<file path="src/rtl/y86_pkg.sv">
// y86_pkg: shared Y86-64 icodes, register IDs, status codes and control FSM states
package y86_pkg;
    localparam logic [3:0] HALT   = 4'h0;
    localparam logic [3:0] NOP    = 4'h1;
    localparam logic [3:0] RRMOVQ = 4'h2;
    localparam logic [3:0] IRMOVQ = 4'h3;
    localparam logic [3:0] RMMOVQ = 4'h4;
    localparam logic [3:0] MRMOVQ = 4'h5;
    localparam logic [3:0] OPQ    = 4'h6;
    localparam logic [3:0] JXX    = 4'h7;
    localparam logic [3:0] CALL   = 4'h8;
    localparam logic [3:0] RET    = 4'h9;
    localparam logic [3:0] PUSHQ  = 4'hA;
    localparam logic [3:0] POPQ   = 4'hB;
    localparam logic [3:0] RNONE  = 4'hF;
    localparam logic [2:0] AOK = 3'd1;
    localparam logic [2:0] HLT = 3'd2;
    localparam logic [2:0] ADR = 3'd3;
    localparam logic [2:0] INS = 3'd4;
    typedef enum logic [1:0] {RUN, DRAIN, HALTED} state_t;
endpackage

</file>
<file path="src/rtl/pipe_hazard_detect.sv">
// pipe_hazard_detect: raw load-use, pending-ret and branch-mispredict detection
module pipe_hazard_detect
    import y86_pkg::*;
(
    input  logic [3:0] D_icode,
    input  logic [3:0] E_icode,
    input  logic [3:0] M_icode,
    input  logic [3:0] E_dstM,
    input  logic [3:0] d_srcA,
    input  logic [3:0] d_srcB,
    input  logic       M_Cnd,
    output logic       load_use,
    output logic       ret_pend,
    output logic       mispredict
);
    assign mispredict = M_icode == JXX && !M_Cnd;
    assign ret_pend   = D_icode == RET || E_icode == RET || M_icode == RET;
    assign load_use   = (E_icode == MRMOVQ || E_icode == POPQ) && E_dstM != RNONE &&
                        (E_dstM == d_srcA || E_dstM == d_srcB);
endmodule

</file>
<file path="src/rtl/pipe_pc_ctrl.sv">
// pipe_pc_ctrl: PC select, pipeline stall/bubble control and halt drain FSM (perf counters under PIPE_PC_CTRL_PERF_EN)
module pipe_pc_ctrl
    import y86_pkg::*;
#(
    parameter logic [63:0] RESET_PC     = 64'd0,
    parameter int          DRAIN_CYCLES = 4
) (
    input  logic        clk,
    input  logic        reset,
    input  logic [3:0]  f_icode,
    input  logic [63:0] f_valC,
    input  logic [63:0] f_valP,
    input  logic        f_instr_valid,
    input  logic        f_imem_error,
    input  logic        f_hlt,
    input  logic [3:0]  D_icode,
    input  logic [3:0]  E_icode,
    input  logic [3:0]  M_icode,
    input  logic [3:0]  W_icode,
    input  logic [3:0]  E_dstM,
    input  logic [3:0]  d_srcA,
    input  logic [3:0]  d_srcB,
    input  logic        M_Cnd,
    input  logic [63:0] M_valA,
    input  logic [63:0] W_valM,
    output logic [63:0] pc,
    output logic        F_stall,
    output logic        D_stall,
    output logic        D_bubble,
    output logic        E_bubble,
    output logic [2:0]  stat
`ifdef PIPE_PC_CTRL_PERF_EN
    ,
    output logic [31:0] cyc_cnt,
    output logic [31:0] stall_cnt
`endif
);
    localparam int CW = $clog2(DRAIN_CYCLES + 1);

    state_t        state;
    logic [63:0]   pred_pc;
    logic [CW-1:0] drain_cnt;
    logic [2:0]    cause;
    logic          load_use_raw, ret_pend_raw, mispredict_raw;
    logic          active, lu, rp, mp, wr, halt_req;
    logic [2:0]    halt_cause;

    pipe_hazard_detect u_hazard (
        .D_icode    (D_icode),
        .E_icode    (E_icode),
        .M_icode    (M_icode),
        .E_dstM     (E_dstM),
        .d_srcA     (d_srcA),
        .d_srcB     (d_srcB),
        .M_Cnd      (M_Cnd),
        .load_use   (load_use_raw),
        .ret_pend   (ret_pend_raw),
        .mispredict (mispredict_raw)
    );

    // Hazards are ignored while reset is held and once halted, so controls and pc stay still
    assign active     = !reset && state != HALTED;
    assign lu         = active && load_use_raw;
    assign rp         = active && ret_pend_raw;
    assign mp         = active && mispredict_raw;
    assign wr         = active && W_icode == RET;
    assign pc         = mp ? M_valA : wr ? W_valM : pred_pc;
    assign F_stall    = !reset && (lu || rp || state != RUN);
    assign D_stall    = lu;
    assign D_bubble   = mp || (rp && !lu);
    assign E_bubble   = mp || lu;
    assign halt_req   = f_hlt || f_imem_error || !f_instr_valid;
    assign halt_cause = f_imem_error ? ADR : !f_instr_valid ? INS : HLT;

    // Predicted PC, drain sequencing and status; a redirect during drain cancels the halt
    always_ff @(posedge clk) begin
        if (reset) begin
            state     <= RUN;
            pred_pc   <= RESET_PC;
            drain_cnt <= '0;
            cause     <= AOK;
            stat      <= AOK;
        end else begin
            case (state)
                RUN: begin
                    if (!F_stall)
                        pred_pc <= (f_icode == JXX || f_icode == CALL) ? f_valC : f_valP;
                    if (halt_req && !mp) begin
                        state     <= DRAIN;
                        cause     <= halt_cause;
                        drain_cnt <= CW'(DRAIN_CYCLES);
                    end
                end
                DRAIN: begin
                    if (mp || wr) begin
                        state     <= RUN;
                        cause     <= AOK;
                        drain_cnt <= '0;
                        pred_pc   <= mp ? M_valA : W_valM;
                    end else if (drain_cnt == CW'(1)) begin
                        state     <= HALTED;
                        stat      <= cause;
                        drain_cnt <= '0;
                    end else begin
                        drain_cnt <= drain_cnt - CW'(1);
                    end
                end
                default: ;
            endcase
        end
    end

`ifdef PIPE_PC_CTRL_PERF_EN
    // Saturating activity counters
    always_ff @(posedge clk) begin
        if (reset) begin
            cyc_cnt   <= '0;
            stall_cnt <= '0;
        end else begin
            if (state != HALTED && !(&cyc_cnt))
                cyc_cnt <= cyc_cnt + 32'd1;
            if (state == RUN && F_stall && !(&stall_cnt))
                stall_cnt <= stall_cnt + 32'd1;
        end
    end
`endif
endmodule

</file>
<file path="config.mk">
export PLATFORM = sky130hd
export DESIGN_NAME = pipe_pc_ctrl
export DESIGN_NICKNAME = d
export VERILOG_FILES = /design/src/rtl/y86_pkg.sv /design/src/rtl/pipe_hazard_detect.sv /design/src/rtl/pipe_pc_ctrl.sv
export SDC_FILE = /design/constraint.sdc
export NUM_CORES = 1
export LEC_CHECK = 0
export BUFFER_PORTS_ARGS = -buffer_cell sky130_fd_sc_hd__buf_2
export CAP_MARGIN = 40
export CELL_PAD_IN_SITES_DETAIL_PLACEMENT = 0
export CELL_PAD_IN_SITES_GLOBAL_PLACEMENT = 1
export CORE_UTILIZATION = 34
export DETAILED_ROUTE_END_ITERATION = 7
export GPL_ROUTABILITY_DRIVEN = 0
export PLACE_DENSITY = 0.87
export SETUP_SLACK_MARGIN = 0.05
export SYNTH_ARGS = -nofsm -noshare
export SYNTH_HDL_FRONTEND = slang
export SYNTH_SLANG_ARGS = --single-unit
</file>
<file path="constraint.sdc">
create_clock -name clk -period 2.9 [get_ports clk]
set_clock_uncertainty 0.2 [all_clocks]
set_input_delay 0.29 -clock clk [delete_from_list [all_inputs] [get_ports clk]]
set_output_delay 0.29 -clock clk [all_outputs]
set_load 0.02 [all_outputs]
</file>
==> impl_results.md, run 1 <==
- Util after Layout: 47.1%
- VDD IR-drop max: 0.000280 V
- Layout cells sized above 1: 35.8%
- Period utilisation layout: 92.7%
- Total CTS buffers: 9
- Die Wd: 141 um
- I/O pin count: 365
- Critical Path Sink Type: primary output
- Leak Pwr: 3.95 nW
- CTS root buffer: clkbuf_16
- Clock power frac: 29.7%
- Syn_area_per_cell: 7.99 um^2
- Largest buffer count on any clock path: 2
- Final Hold Vio Count: 0
- Number of global-route vias before repair: 7,373
- Final min period: 2690 ps
- Setup violators final: 0
- Synth cell types: 45
- Reg area: 1500 um^2
- CP Data Required Time: 2410 ps
- Outcome: finished, final reports clean
- Synthesized area: 6590 um^2
- Fmax: 0.372 GHz
- Pins Over Slew Limit: 0
- Initial Util: 35.0%
- Final net count: 1,428
- Worst-path clk slew: 70 ps
- Synth Register Bits: 75
- WL final: 24.5 mm
- CP Class: flip-flop to primary output
- Pin count of the biggest net entering global routing: 110
- First-pass GRT wire length: 37.6 mm
- Finished Layout Cells: 1,399
- Commonest register cell after synthesis: dfxtp_1
- Core area: 18,800 um^2
- Worst-Skew Late Latency: 330 ps
- Internal: 2.49 mW
- Gate Count Post-Synth: 824
- Combined area of the multi-input logic cells: 4620 um^2
- Initial antenna violation count: 4
- First-pass iteration count of the detailed router: 5
- DRC: 0
- Inst Count DP: 1,377
- Port buffer count: 364
- Max Fanout on Critical Path: 35
- Post-synth EDFFs: 0
- Via count: 7,503
- Remaining antenna violation count: 0
- Max_cap viols: 0
- Vias per inst: 5.36
- Die Footprint: 19,900 um^2
- Ys async rst share: 0%
- Register area share after synthesis: 22.8%
- TNS Setup: 0 ps
- Startpoint Class: flip-flop
- Sequential share of power: 32.7%
- WL/cell: 17.5 um
- PD cells: 433 nW/um^2
- Clock Sink Count: 75
- CTS tree: built
- Switching Share: 35.1%
- Row Count: 50
- Grt total ovfl: 0
- Comb pwr share: 37.6%
- Yosys warns: 0
- Die Y: 141 um
- Hold Path Class: input port to flip-flop
- Hpwl dp: 16.9 mm
- Total track usage: 23.7%
- DRT iter0 DRCs: 309
- Worst-Margin Slew: 813 ps
- Unrepaired setup endpoints after global routing: false
- Filler cell count: 1,897
- Synth Net Count: 1,120
- Max-slew headroom: 45.8%
- # H-tree levels: 3
- Syn-to-layout area delta: 34.8%
- Arr. time, crit path: 2200 ps
- NetSw: 1.35 mW
## repair_timing
action / CTS / global route
resized for setup: 0 / 1
setup buffers: 0 / 2
hold buffers: 1 / 0
setup endpoints to repair: 0 / 2
endpoints found under the hold margin: 1 / 0
## cells by family after synthesis
| family | share of synthesized area [%] |
|---|---|
| DFF | 22.8 |
| muxes | 19.9 |
| and+or+nand+nor | 24.0 |
| xor gates and xnor gates | 1.06 |
| AOI/OAI and AO/OA | 24.3 |
| adders and majority gates | 0.380 |
| buffers and inverters | 7.52 |
## layer usage
metal	vias up	GRT usage, %	share of wire, %
li1	3675	-	-
met3	36	5.16	8.3
met1	3448	28.5	42
met2	342	41.6	48
met5	-	0	0.069
met4	2	7.55	2.0
## worst paths after layout
check / start / endpoint / slack (ps) / cells past startpoint
hold / removal: f_instr_valid / cause[1] / 40 / 3
setup reg to reg: state[1] / pred_pc[15] / 630 / 8
hold reg to reg: drain_cnt[1] / drain_cnt[1] / 260 / 2
setup / recovery: state[1] / pc[10] / 210 / 7
## registers in the layout (all words and copies together), names as in the netlist
name	count
stat	3
cause	3
drain_cnt	3
state	2
pred_pc	64
## cell type report
type	instances	share of cell area [%]
inverters	7	0.296
clock buffers	10	2.58
repair buffers	382	23.7
well taps	260	3.67
multi-input cells	657	52.0
clock inverters	6	0.733
diodes	2	0.0564
flip-flops and latches	75	16.9
## cell usage after synthesis, drive strengths merged (2+ instances only)
master	number	area, um^2
nand2	137	531
mux2i	131	1310
dfxtp	75	1500
o21ai	71	355
nand2b	67	419
a211oi	64	480
a311o	64	641
and3	64	400
clkbuf	50	188
buf	35	282
nor2	10	40.0
a21oi	8	40.0
xor2	8	70.1
inv	7	26.3
nand4bb	4	45.0
nor2b	3	21.3
nor4	3	33.8
ha	2	25.0
nand4b	2	17.5
## power by group through the flow
stage | clock [mW] | sequential, mW | combinational (mW)
global placement | 0 | 1.28 | 1.43
detailed placement | 0 | 1.28 | 1.44
CTS | 1.17 | 1.25 | 1.45
finish | 1.14 | 1.26 | 1.45
global route | 1.22 | 1.27 | 1.57
floorplan | 0 | 1.25 | 0.937
## through the flow
stage          setup slack (ps)  area (um^2)  hold WS, ps  total power, mW
2_1_floorplan               529         6590          219             2.19
3_3_place_gp                217         8520          244             2.70
3_5_place_dp                194         8520          247             2.71
4_1_cts                     187         8830         16.4             3.87
5_1_grt                     112         8870         22.1             4.07
6_report                    213         8880         44.8             3.84
## layout by cell type, fill, tap and decap left out, types with 64 or more instances in the layout
cell type and count:
buf_2 364, nand2_1 136, mux2i_1 131, dfxtp_1 75
o21ai_0 70, nand2b_1 67, and3_1 64, a211oi_1 64
a311o_1 64
## worst max-delay path, cell delays in order, from the launching register on
cell and delay [ps]:
dfxtp_1 440, inv_1 110, o21ai_1 300, nor2_4 100, buf_12 210, mux2i_1 150, o21ai_0 290, buf_2 230
(Power assumes the default switching activity.)
==> run 2, diff against run 1 <==
clock period = 3.14 ns   (was 2.9 ns; I/O delays follow)
==> run 2 against run 1 <==
Non-clock buffer count shrank 4. First-iteration DRC count fell by 10%. Hold slack got worse by 26 ps. Sequential power down 8%. Critical path depth is the same. Worst setup slack gained 180 ps. Wire length decreased by 0.90%. Critical endpoint is now pc[59]. Largest power group unchanged.
==> impl_results.md, run 2 (synthesis results as in run 1) <==
- Critical Path Sink Type: primary output
- Worst r2r src: state[0]
- Hold Path End: cause[0]
- VDD IR-drop max: 0.000288 V
- CTS tree: built
- CTS root buffer: clkbuf_16
- Largest buffer count on any clock path: 2
- WL/cell: 17.4 um
- Worst-path clk slew: 70 ps
- Sequential share of power: 31.0%
- Commonest non-fill, non-tap cells in the layout: 364 x buf_2, 136 x nand2_1, 131 x mux2i_1
- Startpoint Class: flip-flop
- Pins Over Slew Limit: 0
- Post-CTS Setup Repair Bufs: 0
- Leak Pwr: 3.95 nW
- R2r endpoint: pred_pc[16]
- CP Data Required Time: 2630 ps
- DRT iter0 DRCs: 278
- CTS resizes: 0
- Port buffer count: 364
- Critical path cell sequence: nor2b_2 -> nor4_4 -> buf_12 -> buf_4 -> nand2_1 -> o21ai_0 -> buf_2
- Cell family with most CP delay: buffers and inverters
- CP max-delay cell: dfxtp_1
- Max-slew headroom: 45.6%
- Clock Sink Count: 75
- Commonest non-fill, non-tap cell in the layout: buf_2
- Largest register by flop count: pred_pc
- Max_cap viols: 0
- Fmax: 0.364 GHz
- Hold_buf cts: 0
- Period utilisation layout: 87.4%
- Worst-Skew Late Latency: 340 ps
- Pin count of the biggest net entering global routing: 132
- Die Footprint: 19,900 um^2
- WL final: 24.3 mm
- Arr. time, crit path: 2230 ps
- First-pass GRT wire length: 36.8 mm
- Die Wd: 141 um
- Hold Path Cell Cnt: 2
- Comb pwr share: 35.0%
- Util after Layout: 47.1%
- CP Class: flip-flop to primary output
- PD cells: 423 nW/um^2
- Unrepaired setup endpoints after global routing: false
- Syn-to-layout area delta: 34.7%
- NetSw: 1.24 mW
- First-pass iteration count of the detailed router: 4
- Max Fanout on Critical Path: 50
- TNS Setup: 0 ps
- Initial Util: 35.0%
- Die Y: 141 um
- Core area: 18,800 um^2
- Total track usage: 23.5%
- Hold Path Class: input port to flip-flop
- Worst-Margin Slew: 816 ps
- Remaining antenna violation count: 0
- Layout cells sized above 1: 35.7%
- Final Hold Vio Count: 0
- Internal: 2.51 mW
- Hold wc startpoint: f_imem_error
- Final net count: 1,424
- Grt total ovfl: 0
- Final min period: 2740 ps
- DRC: 0
- Row Count: 50
- Number of global-route vias before repair: 7,144
- Register-to-Register Path Depth: 6
- Total CTS buffers: 9
- Largest register FFs: 64
- # H-tree levels: 3
- I/O pin count: 365
- Worst R2R Setup Slack: 820 ps
- Vias per inst: 5.34
- Via count: 7,455
- Setup violators final: 0
- Outcome: finished, final reports clean
- Clock power frac: 33.9%
- Initial antenna violation count: 4
- Hpwl dp: 17.1 mm
- Buf/Inv on CP: 3
- CP max stage delay: 450 ps
- Switching Share: 33.0%
run 2: worst max path at each step:
stage          slack, ps  cells after the start          end        from
2_1_floorplan        720                      7       pc[10]       reset
5_1_grt              230                      7       pc[17]    state[0]
3_3_place_gp         450                      7  pred_pc[42]  f_icode[1]
6_report             400                      7       pc[59]    state[0]
4_1_cts              380                      7       pc[55]    state[0]
3_5_place_dp         430                      7  pred_pc[42]  f_icode[1]
run 2: worst reg2reg max path, cell delays in order (launching register included):
cell and delay, ps:
dfxtp_1 450, nor2b_2 120, nor3_1 180, o2111a_1 360
a2bb2oi_4 200, buf_12 410, mux2i_1 320
run 2: area by class of cell:
type                    instances  area, um^2
diodes                          3        7.51
clock buffers                  12         267
clock inverters                 4        95.1
fillers                      1916        9960
inverters                       7        26.3
multi-input cells             657        4620
flip-flops and latches         75        1500
well taps                     260         325
repair buffers                378        2030
run 2: power by group through the flow:
stage	clock [mW]	sequential (mW)	combinational [mW]
floorplan	0	1.16	0.865
global placement	0	1.18	1.30
global route	1.34	1.18	1.42
CTS	1.30	1.16	1.32
detailed placement	0	1.18	1.31
finish	1.27	1.16	1.31
run 2: metrics by stage:
step           std cells  hold slack, ps  cell area (um^2)  total power [mW]  setup slack, ps
2_1_floorplan        824             235              6590              2.02              721
3_3_place_gp        1377             244              8500              2.48              453
3_5_place_dp        1377             248              8500              2.49              428
4_1_cts             1393            5.42              8860              3.78              378
5_1_grt             1394            13.2              8860              3.94              228
6_report            1396            18.8              8870              3.75              395
run 2: metal layers:
layer  wire (um)  global-route usage, %  vias up
met5           0                      0        -
met4         556                   8.75        0
met3        1910                   5.71       30
met2       11600                   40.2      296
met1       10200                   28.3     3462
li1            -                      -     3667
